==> config.mk <==
export PLATFORM = sky130hd
export DESIGN_NAME = if_stage
export DESIGN_NICKNAME = d
export VERILOG_FILES = /design/src/rtl/cpu_defs.sv /design/src/rtl/if_stage_npc_sel.sv /design/src/rtl/if_stage.sv
export SDC_FILE = /design/constraint.sdc
export NUM_CORES = 1
export LEC_CHECK = 0
export CAP_MARGIN = 15
export CELL_PAD_IN_SITES_DETAIL_PLACEMENT = 1
export CELL_PAD_IN_SITES_GLOBAL_PLACEMENT = 1
export CORE_MARGIN = 2
export CORE_UTILIZATION = 28
export DETAILED_ROUTE_END_ITERATION = 6
export GPL_TIMING_DRIVEN = 0
export PLACE_DENSITY = 0.82
export RECOVER_POWER = 100
export SLEW_MARGIN = 10
export SYNTH_ARGS = -nofsm -noshare
export SYNTH_HDL_FRONTEND = slang
export SYNTH_SLANG_ARGS = --single-unit
==> constraint.sdc <==
create_clock -name clk -period 1.73 [get_ports clk]
set_input_delay 0.173 -clock clk [delete_from_list [all_inputs] [get_ports clk]]
set_output_delay 0.173 -clock clk [all_outputs]
set_load 0.005 [all_outputs]
==> src/rtl/cpu_defs.sv <==
// Shared constants and types for the pipeline front end.
package cpu_defs;

  localparam logic [31:0] RESET_PC   = 32'h0000_3000;
  localparam logic [31:0] HANDLER_PC = 32'h0000_4180;
  localparam logic [31:0] IM_BASE    = 32'h0000_3000;
  localparam int          IM_WORDS   = 2048;

  localparam logic [4:0]  EXC_ADEL   = 5'd4;
  localparam logic [31:0] NOP        = 32'h0000_0000;

  // Which source the next fetch PC came from.
  typedef enum logic [1:0] {
    NPC_SEQ  = 2'd0,
    NPC_BR   = 2'd1,
    NPC_EXC  = 2'd2,
    NPC_ERET = 2'd3
  } npc_t;

  // True when a fetch from pc would fault (misaligned or outside IM).
  // The end bound is formed in 33 bits so a window touching the top of
  // the address space does not wrap to zero.
  function automatic logic fetch_fault(input logic [31:0] pc,
                                       input logic [31:0] base,
                                       input int          words);
    logic [32:0] im_end;
    im_end = {1'b0, base} + 33'(4 * words);
    return (pc[1:0] != 2'b00) || (pc < base) || ({1'b0, pc} >= im_end);
  endfunction

endpackage

==> src/rtl/if_stage_npc_sel.sv <==
// Next-PC priority mux: exception > eret > stall > branch > sequential.
module npc_sel
  import cpu_defs::*;
#(
  parameter logic [31:0] HANDLER_PC_P = HANDLER_PC
) (
  input  logic [31:0] pc_f,
  input  logic        stall,
  input  logic        br_taken,
  input  logic [31:0] br_target,
  input  logic        exc_req,
  input  logic        eret_req,
  input  logic [31:0] epc,
  output logic [31:0] npc,
  output npc_t        sel,
  output logic        flush,
  output logic        hold
);

  // Exception and eret override a stall; a stalled cycle drops br_taken
  // because decode will present the branch again once the stall clears.
  always_comb begin
    npc   = pc_f + 32'd4;
    sel   = NPC_SEQ;
    flush = 1'b0;
    hold  = 1'b0;
    if (exc_req) begin
      npc   = HANDLER_PC_P;
      sel   = NPC_EXC;
      flush = 1'b1;
    end else if (eret_req) begin
      npc   = epc;
      sel   = NPC_ERET;
      flush = 1'b1;
    end else if (stall) begin
      npc   = pc_f;
      hold  = 1'b1;
    end else if (br_taken) begin
      npc   = br_target;
      sel   = NPC_BR;
    end
  end

endmodule

==> src/rtl/if_stage.sv <==
// Instruction-fetch stage: PC register, IM addressing, IF/ID register.
module if_stage
  import cpu_defs::*;
#(
  parameter logic [31:0] RESET_PC_P   = RESET_PC,
  parameter logic [31:0] HANDLER_PC_P = HANDLER_PC,
  parameter logic [31:0] IM_BASE_P    = IM_BASE,
  parameter int          IM_WORDS_P   = IM_WORDS
) (
  input  logic        clk,
  input  logic        reset_n,
  input  logic        stall,
  input  logic        br_taken,
  input  logic [31:0] br_target,
  input  logic        bd_next,
  input  logic        exc_req,
  input  logic        eret_req,
  input  logic [31:0] epc,
  output logic [31:0] im_addr,
  input  logic [31:0] im_data,
  output logic [31:0] pc_f,
  output logic [31:0] ir_d,
  output logic [31:0] pc_d,
  output logic [31:0] pc8_d,
  output logic        bd_d,
  output logic        exc_d,
  output logic [4:0]  exccode_d
);

  logic [31:0] npc;
  npc_t        npc_src;
  logic        flush;
  logic        hold;
  logic        fault;

  npc_sel #(
    .HANDLER_PC_P (HANDLER_PC_P)
  ) u_npc_sel (
    .pc_f      (pc_f),
    .stall     (stall),
    .br_taken  (br_taken),
    .br_target (br_target),
    .exc_req   (exc_req),
    .eret_req  (eret_req),
    .epc       (epc),
    .npc       (npc),
    .sel       (npc_src),
    .flush     (flush),
    .hold      (hold)
  );

  // IM is addressed relative to its base; a faulting fetch still drives it.
  always_comb begin
    im_addr = pc_f - IM_BASE_P;
    fault   = fetch_fault(pc_f, IM_BASE_P, IM_WORDS_P);
  end

  // PC and IF/ID update; a faulting fetch becomes a nop carrying AdEL
  // while its PC, link value and delay-slot flag load normally.
  always_ff @(posedge clk) begin
    if (!reset_n) begin
      pc_f      <= RESET_PC_P;
      ir_d      <= NOP;
      pc_d      <= 32'h0;
      pc8_d     <= 32'h0;
      bd_d      <= 1'b0;
      exc_d     <= 1'b0;
      exccode_d <= 5'd0;
    end else if (flush) begin
      pc_f      <= npc;
      ir_d      <= NOP;
      pc_d      <= 32'h0;
      pc8_d     <= 32'h0;
      bd_d      <= 1'b0;
      exc_d     <= 1'b0;
      exccode_d <= 5'd0;
    end else if (!hold) begin
      pc_f      <= npc;
      pc_d      <= pc_f;
      pc8_d     <= pc_f + 32'd8;
      bd_d      <= bd_next;
      if (fault) begin
        ir_d      <= NOP;
        exc_d     <= 1'b1;
        exccode_d <= EXC_ADEL;
      end else begin
        ir_d      <= im_data;
        exc_d     <= 1'b0;
        exccode_d <= 5'd0;
      end
    end
  end

endmodule

# --- Word-level counts from Yosys, hierarchy flattened ---
# Cells that the tools add are included.
totals:
  regBits: 135
  inputBits: 103
  out_inout_bits: 167
op_classes:
  n_addsub: 3
  magnitude_cmp: 2
  eq_ne: 1
  muxes: 14
  bitwise_logic: 1
  reduce_logical: 4
op_table:
  columns: ["op", "n"]
  rows:
  - ["two-way mux 32 bit", 7]
  - ["adder 32 x 3 -> 32 bit (second input constant)", 1]
  - ["adder 32 x 4 -> 32 bit (second input constant)", 1]
  - ["greater-or-equal comparator 32 x 15 -> 1 bit (second input constant)", 1]
  - ["< comparator 32 x 14 -> 1 bit (second input constant)", 1]
  - ["subtractor 32 x 14 -> 32 bit (second input constant)", 1]
  - ["two-way mux 1 bit", 6]
  - ["two-way mux 3 bit", 1]
  - ["logical OR 1 bit", 2]
  - ["!= test 2 bit (second input constant)", 1]
  - ["nonzero test 2 bit", 1]
  - ["OR reduction 2 bit", 1]
  - ["inverter 1 bit", 1]

# --- Logic depth before layout (Yosys ltp) ---
depth:
  depth_word: 7
  ltp_mapped: 9
  mapped_depth_nobuf: 7

# --- Modules after synthesis ---
# A second synthesis with hierarchy kept.
unflattened:
  hier_cells: 908
  area_unflattened_um2: 7309.5
by_module_without_submodules:
  columns: ["module", "n_inst", "cells_each", "area_per_inst_um2", "seq_area_each_um2"]
  rows:
  - ["if_stage", 1, 619, 5587.9, 2542.4]
  - ["npc_sel", 1, 289, 1721.7, 0.0]

# --- Worst setup path before layout ---
# No wires, ideal clock.
synth_path:
  path_kind: "register -> register"
  start: "register pc_f[13]"
  end: "register pc_f[26]"
  setup_time_ns: 0.124
  t_arrival_ns: 1.846
  setup_slack_ns: -0.240
  path_stages_with_launch: 8
  path_buffers: 1
  path_cell_list: "dfxtp_1 ha_1 nand4_1 or3_1 clkbuf_1 nor3_1 xnor2_1 o22ai_1"
synth_between:
  elab_chain_len: 7
synth_lines:
  columns: ["element", "line", "source"]
  rows:
  - ["start: declaration", "if_stage.sv:21", "output logic [31:0] pc_f,"]
  - ["start signal: assignment", "if_stage.sv:70", "pc_f <= npc;"]
  - ["start signal: assignment", "if_stage.sv:78", "pc_f <= npc;"]
  - ["adder 32 x 3 -> 32 bit *", "if_stage_npc_sel.sv:23", "npc = pc_f + 32'd4;"]
  - ["two-way mux 32 bit *", "if_stage_npc_sel.sv:38", "end else if (br_taken) begin"]
  - ["two-way mux 32 bit *", "if_stage_npc_sel.sv:35", "end else if (stall) begin"]
  - ["two-way mux 32 bit *", "if_stage_npc_sel.sv:31", "end else if (eret_req) begin"]
  - ["two-way mux 32 bit *", "if_stage_npc_sel.sv:27", "if (exc_req) begin"]
  - ["two-way mux 32 bit", "if_stage.sv:77", "end else if (!hold) begin"]
  - ["two-way mux 32 bit *", "if_stage.sv:69", "end else if (flush) begin"]
# Every way passes the cells marked *; elsewhere a longest branch is shown, timed or not. The select of a mux whose other input is x is not followed.
# A chain may end at the register's enable or synchronous reset.

# --- Final worst setup path ---
layout_path:
  start: "register pc_f[17]"
  end: "output im_addr[31]"
layout_between:
  elab_chain_len: 1
layout_lines:
  columns: ["element", "line", "source"]
  rows:
  - ["subtractor 32 x 14 -> 32 bit", "if_stage.sv:54", "im_addr = pc_f - IM_BASE_P;"]
  - ["end: declaration", "if_stage.sv:19", "output logic [31:0] im_addr,"]
# No other way between the ends.

==> impl_results.md <==
- Critical Path Fanout Max: 5
- Number of optimization iterations in the first detailed-route pass: 5
- Routability congestion estimate: 0.9011
- Commonest non-fill, non-tap cells in the layout: 141 x clkdlybuf4s50_1, 105 x dfxtp_1, 100 x dlygate4sd3_1
- Synth cell types: 68
- Overall global routing resource usage: 0.2703
- WL final: 39210 um
- Share of total power in the clock network: 0.404
- Reg2Reg Capture Point: ir_d[10]
- Length in cells of the worst reg-to-reg path: 9
- Vias in the first global route: 8412
- Signal arrival time at the worst endpoint: 2370 ps
- Synthesis-stage register bit count: 127
- Result of the run: finished with violations
- DRC Markers: 0
- CTS tree: done
- Max Slew Vio Count: 0
- Cell leakage power: 5.009 nW
- Detailed placement HPWL: 23380 um
- Starting Density: 0.2840
- Share of synthesized area occupied by flip-flops and latches: 0.3837
- Vias/cell: 5.761
- Met2 demand-to-capacity share in global routing: 0.4366
- Highest achievable clock rate: 0.3936 GHz
- Die Ht: 157.8 um
- Antenna-violating nets left: 0
- Total global routing overflow: 0
- Setup slack on the worst flop-to-flop path: -500 ps
- Data required time of the critical path: 1560 ps
- Number of hold violations in the final report: 0
- Setup-violating endpoint count in the final report: 109
- Hold Path Sink: pc_f[13]
- Iter 0 DRT Violations: 755
- Min Clock Period, post-route: 2541 ps
- Violated checks: setup timing
- Clk root buf: clkbuf_16
- Tcrit/Tclk final: 1.469
- Number of sinks handled by clock tree synthesis: 127
- Clock-pin transition on the worst setup and hold timing paths: 60 ps
- Clock network latency to the later pin of the worst-skew pair: 440 ps
- Antenna violations before repair: 4
- Launch point of the worst reg-to-reg path: pc_f[17]
- First-pass GRT wire length: 51090 um
- Via total after detailed routing: 8671
- Global-route track usage on met1: 0.3480
- Worst-case setup margin in the final layout: -810.9 ps
- Fraction of layout cells with a size suffix above 1: 0.3156
- Switching power of the nets: 0.002502 W
- Internal power: 0.006047 W
- Max capacitance violation total: 0
- Wirelength per Cell: 26.05 um
- Class of the tightest hold or removal check: primary input to flip-flop
- Post-DP Area: 0.009771 mm2
- Leading cell type in the layout, fill and taps excluded: clkdlybuf4s50_1
- Post-synthesis async set-or-reset flop share: 0
- Clock Path Buffers: 2
- Post-synthesis to final-layout area growth: 82.61%
- Instance count of the mapped netlist: 790
- Unrepaired setup endpoints after global routing: yes
- Setup TNS Final: -38500 ps
- Total standard cell area after synthesis: 0.006626 mm2
- Maximum resistive drop on vdd: 0.7423 mV
- Setup skew after layout: 9.609 ps
- Fraction of power consumed by sequential logic: 0.362
- Met3 track demand over resource in global routing: 0.05448
- Worst-margin pin slew: 787.6 ps
- Full die area: 0.02491 mm2
- Die Wd: 157.8 um
- Global-route layer with the greatest usage: met2
- Relative slew margins: 0.4749
- Number of buffers inserted by port buffering: 263
- Cell area after layout: 0.01210 mm2
- Total of hold buffers inserted after clock tree synthesis: 0
- I/O pin count: 270
- Number of synthesized flops with an enable pin: 0
- Syn avg cell area: 8.388 um2
- Count of synthesis-stage warnings from yosys: 0
- H-tree lvl count: 4
- Kind of capture point of the worst setup path: primary output
- Largest net degree at the start of global routing: 17
- Setup slack after placement: -1028 ps
- Total power consumption of the routed design: 0.008548 W
- Fill count: 2598
- Floorplan core area: 0.02333 mm2
- Num rows: 56
- Switching share of total power: 0.2927
- Combinational power share: 0.234
- Critical path class: flip-flop to primary output
- Number of cells on the worst hold path: 2
- Startpoint of the lowest-slack hold path: reset_n
- Number of nets in the layout: 1279
- Startpoint Class: flip-flop
- Predominant post-synthesis flop cell: dfxtp_1
- Number of buffers inserted during clock tree synthesis: 17
- Cell area power density: 706.5 mW/mm2
[timing repair]
item / in CTS / in global routing
pin swaps: 68 / 70
buffers inserted: 57 / 39
cloned: 3 / 1
endpoints found under the hold margin: 0 / 0
resized for setup: 249 / 113
setup endpoints to repair: 152 / 129
[cell families (layout without fill, tap and decap cells)]
logic type | after synthesis | after routing | share of synthesized area
AO/OA/AOI/OAI | 242 | 242 | 0.2504
XOR/XNOR | 54 | 54 | 0.07137
adder cells (fa/ha/maj) | 6 | 6 | 0.01133
buffers and inverters | 105 | 494 | 0.07968
flip-flops | 127 | 127 | 0.3837
multiplexers | 6 | 6 | 0.009064
other | 1 | 8 | 0.0005659
AND/OR/NAND/NOR | 249 | 249 | 0.1939
[cell type report]
| type | instances | area, um2 | share of cell area |
|---|---|---|---|
| clock inverters | 7 | 62.56 | 0.005170 |
| multi-input cells | 561 | 4275 | 0.3533 |
| plain buffers | 91 | 680.7 | 0.05625 |
| well taps | 319 | 399.1 | 0.03299 |
| clock buffers | 24 | 471.7 | 0.03898 |
| inverters | 10 | 45.04 | 0.003722 |
| repair buffers | 362 | 3551 | 0.2935 |
| flip-flops and latches | 127 | 2605 | 0.2153 |
| diodes | 4 | 10.01 | 0.0008272 |
[layer usage]
| metal | part of all wire | vias to the layer above |
|---|---|---|
| met5 | 0 | - |
| met4 | 0.053 | 0 |
| met3 | 0.088 | 181 |
| met2 | 0.47 | 630 |
| met1 | 0.39 | 4252 |
| li1 | - | 3608 |
[synth_stat cells, drive strengths merged, types with 7 or more instances]
cell type / number / area share
a21oi: 63 / 0.048
a22o: 33 / 0.047
a2bb2oi: 9 / 0.012
a31oi: 8 / 0.0076
and3: 7 / 0.0068
and4: 9 / 0.012
buf: 47 / 0.047
clkbuf: 48 / 0.027
dfxtp: 127 / 0.38
inv: 10 / 0.0057
nand2: 91 / 0.052
nand3: 21 / 0.016
nand4: 14 / 0.014
nor2: 44 / 0.026
nor3: 23 / 0.018
nor4: 9 / 0.012
o21ai: 61 / 0.046
o221a: 12 / 0.020
o22ai: 9 / 0.0085
xnor2: 31 / 0.041
xor2: 23 / 0.030
[worst max path at each step]
stage          startpoint           to  slack, ps  cells past startpoint
2_1_floorplan    pc_f[16]  im_addr[28]       -180                      6
3_3_place_gp     pc_f[16]  im_addr[28]       -950                      7
3_5_place_dp     pc_f[16]  im_addr[28]      -1030                      7
4_1_cts          pc_f[15]  im_addr[28]       -830                      7
5_1_grt          pc_f[17]  im_addr[31]       -840                      8
6_report         pc_f[17]  im_addr[31]       -810                      8
[power by group through the flow]
stage	Sequential, W	Combinational, W	Clock, W
2_1_floorplan	0.00313	0.000642	0
3_3_place_gp	0.00315	0.00144	0
3_5_place_dp	0.00316	0.00147	0
4_1_cts	0.00309	0.00170	0.00342
5_1_grt	0.00310	0.00208	0.00360
6_report	0.00309	0.00200	0.00345
[worst max-delay path: stages (launching register included)]
cell,delay [ps]
dfxtp_1,400
or4_4,550
nor4_4,180
buf_6,190
buf_6,100
buf_4,100
nand3_2,80
xnor2_2,180
buf_2,140
[sequential cells by signal, summed over array words and instances (netlist names)]
name and count:
ir_d 32, pc_d 32, pc_f 32, pc8_d 29, bd_d 1, exccode_d 1
[metrics by stage]
step | cells | util | hold slack [ps]
3_5_place_dp | 1375 | 0.4188 | 447.4
5_1_grt | 1504 | 0.5185 | 176.4
6_report | 1505 | 0.5186 | 172.3
3_3_place_gp | 1375 | 0.4188 | 440.2
2_1_floorplan | 793 | - | 250.9
4_1_cts | 1463 | 0.4865 | 254.6
Power figures use the tool's default switching activity.
